<file path="src/rtl/shift_reg_univ.sv">
`default_nettype none
// ============================================================================
// Module      : shift_reg_univ
// Description : WIDTH-bit universal shift register (hold / shift left /
//               shift right / parallel load) with a start/busy/done burst
//               engine that performs a programmed number of shifts.
// Revision    : 1.0 - initial release
// ============================================================================
module shift_reg_univ #(
    parameter  int WIDTH = 8,
    localparam int CW    = $clog2(WIDTH + 1)
) (
    input  logic             clk,
    input  logic             rst_n,
    input  logic             clr,
    input  logic             en,
    input  logic [1:0]       mode,
    input  logic             sin_lsb,
    input  logic             sin_msb,
    input  logic [WIDTH-1:0] pdata,
    input  logic             start,
    input  logic [CW-1:0]    len,
    input  logic             dir,
    output logic [WIDTH-1:0] q,
    output logic             sout_msb,
    output logic             sout_lsb,
    output logic             busy,
    output logic             done
);

    localparam logic [1:0] c_ST_IDLE = 2'd0;
    localparam logic [1:0] c_ST_BUSY = 2'd1;
    localparam logic [1:0] c_ST_DONE = 2'd2;

    localparam logic [1:0] c_MODE_HOLD  = 2'b00;
    localparam logic [1:0] c_MODE_LEFT  = 2'b01;
    localparam logic [1:0] c_MODE_RIGHT = 2'b10;
    localparam logic [1:0] c_MODE_LOAD  = 2'b11;

    localparam logic [CW-1:0] c_WIDTH_CW = CW'(WIDTH);
    localparam logic [CW-1:0] c_ONE_CW   = CW'(1);

    logic [1:0]       r_state;
    logic [1:0]       w_state_nxt;
    logic [WIDTH-1:0] r_q;
    logic [WIDTH-1:0] w_q_nxt;
    logic [CW-1:0]    r_count;
    logic [CW-1:0]    w_count_nxt;
    logic             r_dir;
    logic             w_dir_nxt;
    logic [CW-1:0]    w_len_sat;
    logic [WIDTH-1:0] w_shl;
    logic [WIDTH-1:0] w_shr;
    logic             w_busy;
    logic             w_done;
    logic             w_accept;

    assign w_len_sat = (len > c_WIDTH_CW) ? c_WIDTH_CW : len;
    assign w_shl     = {r_q[WIDTH-2:0], sin_lsb};
    assign w_shr     = {sin_msb, r_q[WIDTH-1:1]};

    // The done cycle behaves as idle, which is what allows back-to-back bursts.
    assign w_accept  = start && (r_state != c_ST_BUSY);

    // ------------------------------------------------------------------------
    // Burst control FSM
    // ------------------------------------------------------------------------
    always_ff @(posedge clk or negedge rst_n) begin
        if (!rst_n) begin
            r_state <= c_ST_IDLE;
        end else begin
            r_state <= w_state_nxt;
        end
    end

    always_comb begin
        w_state_nxt = r_state;
        if (clr) begin
            w_state_nxt = c_ST_IDLE;
        end else begin
            case (r_state)
                c_ST_BUSY: begin
                    if (r_count == c_ONE_CW) begin
                        w_state_nxt = c_ST_DONE;
                    end else begin
                        w_state_nxt = c_ST_BUSY;
                    end
                end
                default: begin
                    if (start) begin
                        w_state_nxt = (w_len_sat == '0) ? c_ST_DONE : c_ST_BUSY;
                    end else begin
                        w_state_nxt = c_ST_IDLE;
                    end
                end
            endcase
        end
    end

    always_comb begin
        w_busy = 1'b0;
        w_done = 1'b0;
        case (r_state)
            c_ST_BUSY: w_busy = 1'b1;
            c_ST_DONE: w_done = 1'b1;
            default: begin
                w_busy = 1'b0;
                w_done = 1'b0;
            end
        endcase
    end

    // ------------------------------------------------------------------------
    // Datapath: storage, remaining-shift counter, latched burst direction
    // ------------------------------------------------------------------------
    always_comb begin
        w_q_nxt     = r_q;
        w_count_nxt = r_count;
        w_dir_nxt   = r_dir;
        if (clr) begin
            w_q_nxt     = '0;
            w_count_nxt = '0;
        end else if (w_busy) begin
            w_q_nxt     = r_dir ? w_shr : w_shl;
            w_count_nxt = r_count - c_ONE_CW;
        end else if (w_accept) begin
            // q is deliberately left untouched on the accepting edge.
            w_dir_nxt   = dir;
            w_count_nxt = w_len_sat;
        end else if (en) begin
            case (mode)
                c_MODE_LEFT:  w_q_nxt = w_shl;
                c_MODE_RIGHT: w_q_nxt = w_shr;
                c_MODE_LOAD:  w_q_nxt = pdata;
                c_MODE_HOLD:  w_q_nxt = r_q;
                default:      w_q_nxt = r_q;
            endcase
        end
    end

    always_ff @(posedge clk or negedge rst_n) begin
        if (!rst_n) begin
            r_q     <= '0;
            r_count <= '0;
            r_dir   <= 1'b0;
        end else begin
            r_q     <= w_q_nxt;
            r_count <= w_count_nxt;
            r_dir   <= w_dir_nxt;
        end
    end

    assign q        = r_q;
    assign sout_msb = r_q[WIDTH-1];
    assign sout_lsb = r_q[0];
    assign busy     = w_busy;
    assign done     = w_done;

endmodule
`default_nettype wire
</file>
<file path="config.mk">
export PLATFORM = sky130hd
export DESIGN_NAME = shift_reg_univ
export DESIGN_NICKNAME = d
export VERILOG_FILES = /design/src/rtl/shift_reg_univ.sv
export SDC_FILE = /design/constraint.sdc
export NUM_CORES = 1
export LEC_CHECK = 0
export CAP_MARGIN = 20
export CORE_MARGIN = 8
export CORE_UTILIZATION = 50
export CTS_CLUSTER_DIAMETER = 100
export DETAILED_ROUTE_END_ITERATION = 16
export GPL_ROUTABILITY_DRIVEN = 0
export PLACE_DENSITY = 0.91
export SYNTH_ARGS = -nofsm -noshare
export SYNTH_HDL_FRONTEND = slang
export SYNTH_SLANG_ARGS = --single-unit
</file>
<file path="constraint.sdc">
create_clock -name clk -period 2.2 [get_ports clk]
set_clock_uncertainty 0.2 [all_clocks]
set_input_delay 0.22 -clock clk [delete_from_list [all_inputs] [get_ports clk]]
set_output_delay 0.22 -clock clk [all_outputs]
set_load 0.02 [all_outputs]
</file>
==> impl_summary.txt, run 1 <==
----------------------------------------------------
[Clock tree]
  TritonCTS buffer count ... 3
  Clock tree from TritonCTS ... yes
  Setup repair bufs after CTS ... 0
  Maximum buffer depth of the clock tree ... 2
  Post-CTS clock slew at the launch and capture registers of the worst setup and hold paths ... 80 ps
  # hold bufs at CTS ... 0
  CTS resizes ... 0
  Skew-Pair Late Insertion Delay ... about 280 ps
  H-tree Lvls ... 1
  Number of clock sinks ... 15
  Root buffer cell ... clkbuf_4

[Routing]
  Total via count in the routed design ... 1014
  Initial DRC Count ... 30
  Wire length per cell ... 16.2 µm
  DRC violations left ... 0
  Iteration count of the initial detailed-routing pass ... 5
  Remaining number of nets flagged by the antenna check after routing ... 0
  Final wirelength ... 2760 µm
  Via-to-Cell Ratio ... between 5 and 6

[Die]
  Standard-cell rows ... 17
  Total Die Area ... 4080 µm²
  Overall die width ... 63.9 µm
  Core outline area ... 2190 µm²
  Effective utilization at floorplan ... 52.3%
  Die Height ... 63.9 µm
  # IOs ... 34

[Worst setup path]
  CP Data Required Time ... 1780 ps
  Kind of start point of the critical path ... flip-flop
  Highest net fanout along the worst path ... 24
  Data arrival at the endpoint of the critical path ... 1650 ps
  CP Class ... reg2out
  Start point of the critical path ... r_state[1]
  Sort of element at the end of the critical path ... primary output
  Reg-to-Reg End ... r_dir
  Slack of the worst reg-to-reg path ... 700 ps
  Startpoint of the most critical register-to-register path ... r_state[0]
  Number of cells on the worst reg-to-reg path ... 4

[Pwr]
  Share of power burned in registers ... between 40 and 50%
  Switch Pwr ... ~0.27 mW
  Clock power share ... between 10% and 20%
  Combinational Power Share ... 36.9%
  Worst ir drop on vdd ... 401 µV
  Power per Cell Area ... 541 nW/µm²
  Fraction of power spent switching nets ... 34.1%
  Leakage power figure ... 0.598 nW
  Internal Pwr Total ... 0.524 mW

[GRT]
  Antenna violations before repair ... 0
  Number of global-route vias before repair ... 1020
  Largest net degree at the start of global routing ... 25
  Total track usage ... 14.1%
  Overflow after GRT ... 0
  Global-route wire length before repair ... 4750 µm

[Yosys]
  Register bit total from synthesis ... 15
  Sequential element share of the synthesized area ... between 30% and 40%
  Synthesized instance count ... 113
  Post-synth EDFFs ... 0
  Post-Synthesis Net Count ... 137
  Top flip-flop cell by instance count after synthesis ... dfrtp_1
  Average instance area after synthesis ... 10.1 µm²
  Count of different cell masters after synthesis ... 37
  Most frequent cells after synthesis ... mux2i_1, dfrtp_1, a21oi_1, nand2_1, o211ai_1
  Dominant cell by count in the synthesized netlist ... mux2i_1
  Mapped Area ... 1150 µm²
  Most area-consuming cells after synthesis ... dfrtp_1, mux2i_1, a221oi_2
  Number of warnings printed during yosys synthesis ... 0
  Async set or reset register ratio after synthesis ... 100%
  Share of the synthesized area in the top cell type ... 32.8%
  Leading area contributor after synthesis ... dfrtp_1

[Timing]
  Setup TNS after final layout ... 0 ps
  Unrepaired setup endpoints after global routing ... false
  Max Transition Viols Final ... 0
  Max-slew headroom ... 54.9%
  Maximum clock frequency ... 484 MHz
  Worst-margin pin slew ... 674 ps
  Final count of hold timing violations ... 0
  Final clock period utilization by the worst path ... 94.0%
  Clock period minus final worst setup slack ... just over 2000 ps
  Count of final setup violators ... 0

[Final layout]
  Layout-stage area growth over the synthesis result ... 28.1%
  Proportion of layout cells with a drive suffix above 1 ... 12.6%
  # nets final ... between 150 and 200
  # diodes ... 0
  Core Util, Final ... around two thirds

[Job]
  Maxcap violations ... 0

[Run status]
  Outcome ... finished, final reports clean

[Placed design]
  Detail Placement HPWL ... 2170 µm
  Number of buffer cells added on primary ports ... 33

[Worst hold path]
  Worst min path class ... in2async

----------------------------------------------------
-- stage by stage --
| step | instances | cell area, µm² | power, mW | setup WS, ps | hold slack (ps) |
|---|---|---|---|---|---|
| final | 171 | 1470 | 0.794 | 132 | 147 |
| after CTS | 171 | 1470 | 0.802 | 121 | 155 |
| after floorplan | 113 | 1150 | 0.546 | 792 | -276 |
| after global routing | 171 | 1470 | 0.842 | 73.6 | 204 |
| after detailed placement | 167 | 1440 | 0.649 | 256 | 381 |
| after global placement | 167 | 1440 | 0.637 | 359 | 352 |
-- routing by layer --
metal / GRT usage [%] / vias up / wire, µm
met1: 16.1 / 488 / 1090
met5: 0 / - / 0
met2: 23.8 / 27 / 1470
met3: 3.48 / 6 / 147
met4: 6.96 / 0 / 56
li1: - / 493 / -
-- cell families after synthesis --
| family | share of synthesized area [%] |
|---|---|
| AND/OR/NAND/NOR | 12.4 |
| adder cells (fa/ha/maj) | 2.18 |
| AO/OA/AOI/OAI | 26.5 |
| multiplexers | 15.0 |
| flip-flops | 32.8 |
| buffers and inverters | 11.1 |
-- area by class of cell --
| type | count | area [µm²] |
|---|---|---|
| Inverter | 5 | 27.5 |
| Multi-Input combinational cell | 82 | 643 |
| Fill cell | 159 | 723 |
| Clock buffer | 4 | 26.3 |
| Sequential cell | 15 | 375 |
| Timing Repair Buffer | 37 | 360 |
| Tap cell | 28 | 35.0 |
-- critical path, cell delays in order (launching register included) --
cell and delay (ps):
dfrtp_1 380, nand2b_4 200, inv_8 160, clkdlybuf4s50_1 630
-- worst max-delay path by stage --
stage                     endpoint  slack, ps  cells past startpoint
after global routing          busy         70                      3
after floorplan              r_dir        790                      5
after global placement        q[7]        360                      4
after CTS                     busy        120                      3
after detailed placement      q[7]        260                      4
final                         busy        130                      3
-- power by group through the flow --
stage / Clock, mW / Combinational, mW / Sequential [mW]
after global placement: 0 / 0.284 / 0.352
after detailed placement: 0 / 0.293 / 0.356
after floorplan: 0 / 0.194 / 0.352
after global routing: 0.169 / 0.316 / 0.357
final: 0.151 / 0.293 / 0.350
after CTS: 0.158 / 0.294 / 0.350
-- flip-flops by register name (all words and copies together) (netlist names) --
name and flops:
q 8, r_count 4, r_state 2, r_dir 1
-- placed cells by master (no fill, tap or decap), drive strengths merged, types with 2 or more instances in the layout --
cell type / netlist / layout
a31oi: 2 / 2
o211ai: 9 / 9
clkbuf: 1 / 4
dfrtp: 15 / 15
o21ai: 3 / 3
nor2: 4 / 4
clkdlybuf4s50: 0 / 33
nand4: 2 / 2
nand2: 9 / 9
ha: 2 / 2
nor3: 3 / 3
mux2i: 16 / 16
a21oi: 12 / 12
buf: 10 / 4
a221oi: 8 / 8
inv: 4 / 4
Note: power is estimated with default switching activity, not from simulation.
==> inputs of run 2 (changes only) <==
--- a/config.mk
+++ b/config.mk
@@ -11,6 +11,7 @@
 export CTS_CLUSTER_DIAMETER = 100
 export DETAILED_ROUTE_END_ITERATION = 16
 export GPL_ROUTABILITY_DRIVEN = 0
+export MAX_ROUTING_LAYER = met4
 export PLACE_DENSITY = 0.91
 export SYNTH_ARGS = -nofsm -noshare
 export SYNTH_HDL_FRONTEND = slang
==> impl_summary.txt, run 2 (synthesized netlist as in run 1, its figures left out) <==
----------------------------------------------------
[Routing]
  Wire length per cell ... 16.2 µm (+0.11%)
  Remaining number of nets flagged by the antenna check after routing ... 0 (unchanged)
  Initial DRC Count ... 30 (unchanged)
  Final wirelength ... 2770 µm (+0.11%)
  Iteration count of the initial detailed-routing pass ... 6 (+1)
  Total via count in the routed design ... 1020 (+0.59%)
  DRC violations left ... 0 (unchanged)
  Via-to-Cell Ratio ... 5.96 (+0.59%)

[Timing]
  Count of final setup violators ... 0 (unchanged)
  Setup TNS after final layout ... 0 ps (unchanged)
  Final count of hold timing violations ... 0 (unchanged)
  PnR worst setup slack ... 131 ps (-0.759 ps)
  Max Transition Viols Final ... 0 (unchanged)
  Worst-margin pin slew ... 673 ps (-0.870 ps)
  Clock period minus final worst setup slack ... 2070 ps (+0.759 ps)
  Unrepaired setup endpoints after global routing ... false
  Final clock period utilization by the worst path ... 94.0% (about the same)
  Final Hold Slack ... 147 ps (+0.242 ps)
  Maximum clock frequency ... 483 MHz (about the same)
  Max-slew headroom ... 55.0% (+0.058 points)

[GRT]
  Total track usage ... 14.5% (+0.42 points)
  Largest net degree at the start of global routing ... 25 (unchanged)
  Antenna violations before repair ... 0 (unchanged)
  Global-route wire length before repair ... 4750 µm (unchanged)
  Number of global-route vias before repair ... 1022 (+0.20%)
  Overflow after GRT ... 0 (unchanged)

[Worst setup path]
  CP Class ... reg2out
  Kind of start point of the critical path ... flip-flop
  Slack of the worst reg-to-reg path ... 700 ps (about the same)
  Sort of element at the end of the critical path ... primary output
  CP Data Required Time ... 1780 ps (about the same)
  Data arrival at the endpoint of the critical path ... 1650 ps (about the same)
  Highest net fanout along the worst path ... 24 (unchanged)

[Final layout]
  Proportion of layout cells with a drive suffix above 1 ... 12.6% (unchanged)
  Area taken by multi-input logic gates ... 643 µm² (unchanged)
  Area used by sequential logic in the layout ... 375 µm² (unchanged)
  Layout-stage area growth over the synthesis result ... 28.1% (unchanged)
  Final instance area ... 1470 µm² (unchanged)
  Number of filler cells placed in the layout ... 159 (unchanged)
  # diodes ... 0 (unchanged)
  Leading cell type in the layout, fill and taps excluded ... clkdlybuf4s50_1
  # nets final ... 168 (unchanged)
  Core Util, Final ... 67.0% (unchanged)
  Number of flip-flops in the largest register ... 8 (unchanged)
  Leading cell types in the layout, fill and taps excluded ... clkdlybuf4s50_1, mux2i_1, dfrtp_1

[Clock tree]
  Maximum buffer depth of the clock tree ... 2 (unchanged)
  Number of clock sinks ... 15 (unchanged)
  TritonCTS buffer count ... 3 (unchanged)
  H-tree Lvls ... 1 (unchanged)
  Post-CTS clock slew at the launch and capture registers of the worst setup and hold paths ... 80 ps (about the same)
  Clock tree from TritonCTS ... yes
  # hold bufs at CTS ... 0 (unchanged)
  CTS resizes ... 0 (unchanged)
  Setup repair bufs after CTS ... 0 (unchanged)
  Root buffer cell ... clkbuf_4
  Skew-Pair Late Insertion Delay ... 270 ps (about the same)

[Placed design]
  Post-place setup slack ... 256 ps (unchanged)
  Detail Placement HPWL ... 2170 µm (unchanged)
  Post-place instance area ... 1440 µm² (unchanged)
  Number of buffer cells added on primary ports ... 33 (unchanged)

[Die]
  Die Height ... 63.9 µm (unchanged)
  Core outline area ... 2190 µm² (unchanged)
  Overall die width ... 63.9 µm (unchanged)
  Effective utilization at floorplan ... 52.3% (unchanged)
  Standard-cell rows ... 17 (unchanged)
  Total Die Area ... 4080 µm² (unchanged)
  # IOs ... 34 (unchanged)

[Job]
  Maxcap violations ... 0 (unchanged)

[Worst hold path]
  Worst min path class ... in2async

[Pwr]
  Power per Cell Area ... 541 nW/µm² (about the same)
  Worst ir drop on vdd ... 402 µV (about the same)
  Leakage power figure ... 0.598 nW (unchanged)

[Run status]
  Outcome ... finished, final reports clean

----------------------------------------------------
[run 2: worst paths after layout]
kind / start / to / cells past startpoint
setup / recovery: r_state[1] / busy / 3
hold / removal: rst_n / r_state[1] / 1
setup reg to reg: r_state[0] / r_dir / 4
hold reg to reg: r_count[3] / r_count[3] / 2
max in group asynchronous: rst_n / q[0] / 1
min in group clk: dir / r_dir / 2
[run 2: metrics by stage]
step                      std cells  total power [mW]
after floorplan                 113             0.546
after global placement          167             0.637
after detailed placement        167             0.649
after CTS                       171             0.802
after global routing            171             0.842
final                           171             0.795
[run 2: cell type report]
type,instances,share of cell area (%)
inverter,5,1.88
timing repair buffer,37,24.6
tap,28,2.39
sequential,15,25.6
clock buffer,4,1.79
multi-input combinational,82,43.8
[run 2: metal layers]
metal	track usage (%)	vias to the layer above	wire length, µm
met5	-	-	0
met4	6.96	0	56
met3	3.48	6	135
met2	23.8	30	1460
met1	16.1	491	1110
li1	-	493	-
[run 2: report_power, final]
group          internal (mW)  leakage, nW  switching, mW
Combinational          0.150        0.386          0.143
Clock                 0.0703       0.0150         0.0808
Sequential             0.303        0.197         0.0472
Total                  0.524        0.598          0.271
[run 2: critical path: stages (launching register included)]
cell and delay, ps:
dfrtp_1 380, nand2b_4 200, inv_8 160, clkdlybuf4s50_1 630
==> RTL change (settings of run 1) <==
Add an input register stage for `sin_lsb`, with the module's reset; this delays it by one clock. The other inputs are not delayed to match.
--- a/src/rtl/shift_reg_univ.sv
+++ b/src/rtl/shift_reg_univ.sv
@@ -41,4 +41,14 @@
     localparam logic [CW-1:0] c_ONE_CW   = CW'(1);
 
+    logic sin_lsb_q;
+
+    always_ff @(posedge clk or negedge rst_n) begin
+        if (!rst_n) begin
+            sin_lsb_q <= '0;
+        end else begin
+            sin_lsb_q <= sin_lsb;
+        end
+    end
+
     logic [1:0]       r_state;
     logic [1:0]       w_state_nxt;
@@ -57,5 +67,5 @@
 
     assign w_len_sat = (len > c_WIDTH_CW) ? c_WIDTH_CW : len;
-    assign w_shl     = {r_q[WIDTH-2:0], sin_lsb};
+    assign w_shl     = {r_q[WIDTH-2:0], sin_lsb_q};
     assign w_shr     = {sin_msb, r_q[WIDTH-1:1]};
 
Function: changed (Yosys sat finds a counterexample within 4 cycles, from zero or initial values and one cycle with rst_n low).
==> RTL change against run 1 <==
- routed wire length grew 11%
- setup slack lost 43 ps
- design area grew 1.6%
- sequential power grew 6.6%
- sequential share of layout area grew 1.3 points
- die area grew 0.41%
- sequential cell count grew 1
- power grew 10%
- area after synthesis grew 0.55%
- final cell count shrank 0.58%
==> RTL change: results (changes against run 1) <==
[run_status]
status = completed

[placement]
placed_area_um2 = 1455  ; +0.96%
portBuffers = 33  ; unchanged
dp_hpwl_um = 2280  ; +5.0%
place_ws_ps = 170.2  ; -85.38 ps

[setup_path]
cp-startpoint = r_state[1]
reg2regPathDepth = 4  ; unchanged
r2r_slack_ps = 680  ; -20 ps
cp_max_fo = 24  ; unchanged
crit_path_max_incr_delay_ps = 630  ; about the same
cp.arrival_ps = 1690  ; +40 ps
path_class = reg -> out
crit_end = busy
reg2reg_to = r_dir
r2r_start = r_state[0]

[synth]
synthTopCellsByArea = dfrtp_1 35%, mux2i_1 14%, a221oi_2 6.5%
synth_nets = 136  ; -0.73%
synth-seq-area-share_pct = 34.74  ; +2.0 points
yosys.cell_types.count = 33  ; -11%
synthTopCellsByCount = 16 x dfrtp_1, 16 x mux2i_1, 10 x a21oi_1
async_reset_ff_share_pct = 100.0  ; unchanged

[clock_network]
cts_setup_buffers = 0  ; unchanged
worstSkewPairLatency_ps = 300  ; +20 ps
root_buffer = clkbuf_4
ctsResizeCount = 0  ; unchanged
clock_path_buffers = 2  ; unchanged
cts_buffers = 3  ; unchanged
clkTransAtPathRegs_ps = 100  ; +20 ps

[cells_and_area]
drive_gt1_share_pct = 12.68  ; +0.089 points
largest_register_ffs = 8  ; unchanged
final_nets = 167  ; -0.60%

[power]
powerSeq_mw = 0.373  ; +6.6%
power.leakage_nw = 0.6085  ; +1.8%
ir_drop_uv = 345.1  ; -14%
cell_internal_pwr_mw = 0.5738  ; +9.6%
pg_comb_mw = 0.295

[global_route]
use_met1_pct = 17.74  ; +1.7 points
grt.met2_usage_pct = 26.85  ; +3.0 points
grt_first_pass_wirelength_um = 5216  ; +9.9%
met3_usage_pct = 1.916  ; -1.6 points
grt_usage_pct = 15.44  ; +1.4 points

[detailed_routing]
drc = 0  ; unchanged
drt_iter0_markers = 52  ; +73%
highest_layer = met4
vias = 1056  ; +4.1%
dr_wl_met2_um = 1639  ; +12%
wl_met1_um = 1158  ; +6.1%
wirelength_um = 3069  ; +11%
first_pass_iters = 4  ; -1
dr_wl_met3_um = 176  ; +20%

[sta]
relSlewSlack_pct = 53.03  ; -1.9 points
finalCritPeriodShare_pct = 95.97  ; +2.0 points

[worst_hold_path]
min_path_type = in -> async

## RTL change: cell types whose count changed in the layout (fill, tap and decap cells not counted), moves of 2 or more
| cell | run 1 | this run |
|---|---|---|
| o21ai_1 | 2 | 0 |
| o21ai_0 | 1 | 3 |
| a21oi_1 | 12 | 10 |
| nor2_1 | 4 | 6 |
## RTL change: kinds of logic (layout without fill, tap and decap cells)
family,count (synthesis),count (layout),share of synthesized area [%]
AO/OA/AOI/OAI,37,37,27.15
adder cells (fa/ha/maj),2,2,2.171
buffers and inverters,16,46,10.20
flip-flops,16,16,34.74
multiplexers,17,17,14.87
AND/OR/NAND/NOR,24,24,10.86
## RTL change: layout make-up
type	instances	area (um^2)
fill	163	699.4
multi-input combinational	80	634.4
sequential	16	400.4
timing repair buffer	37	360.3
clock buffer	4	36.28
tap	28	35.03
inverter	5	25.02
## RTL change: how the worst min path moves through the flow
| stage | start | to | slack, ps | depth (start not counted) |
|---|---|---|---|---|
| 6_report | rst_n | r_count[0] | 130 | 1 |
| 5_1_grt | sin_lsb | sin_lsb_q | 160 | 1 |
| 4_1_cts | sin_lsb | sin_lsb_q | 140 | 1 |
| 3_5_place_dp | r_count[0] | r_count[0] | 330 | 1 |
| 3_3_place_gp | r_count[0] | r_count[0] | 310 | 1 |
| 2_1_floorplan | rst_n | q[0] | -280 | 0 |
## RTL change: worst reg2reg max path, stage by stage (launching register included)
cell      delay [ps]
dfrtp_1          420
nand2b_4         140
inv_6            100
nor3_1           210
mux2_1           340
## RTL change: metrics by stage
stage	hold WS (ps)	cells	total power, mW	util, %
finish	129.3	170	0.8773	68.08
floorplan	-275.6	112	0.5618	-
detailed placement	328.3	166	0.6720	66.42
global placement	313.3	166	0.6583	66.42
CTS	139.1	170	0.8795	68.08
global route	164.8	170	0.9184	68.08
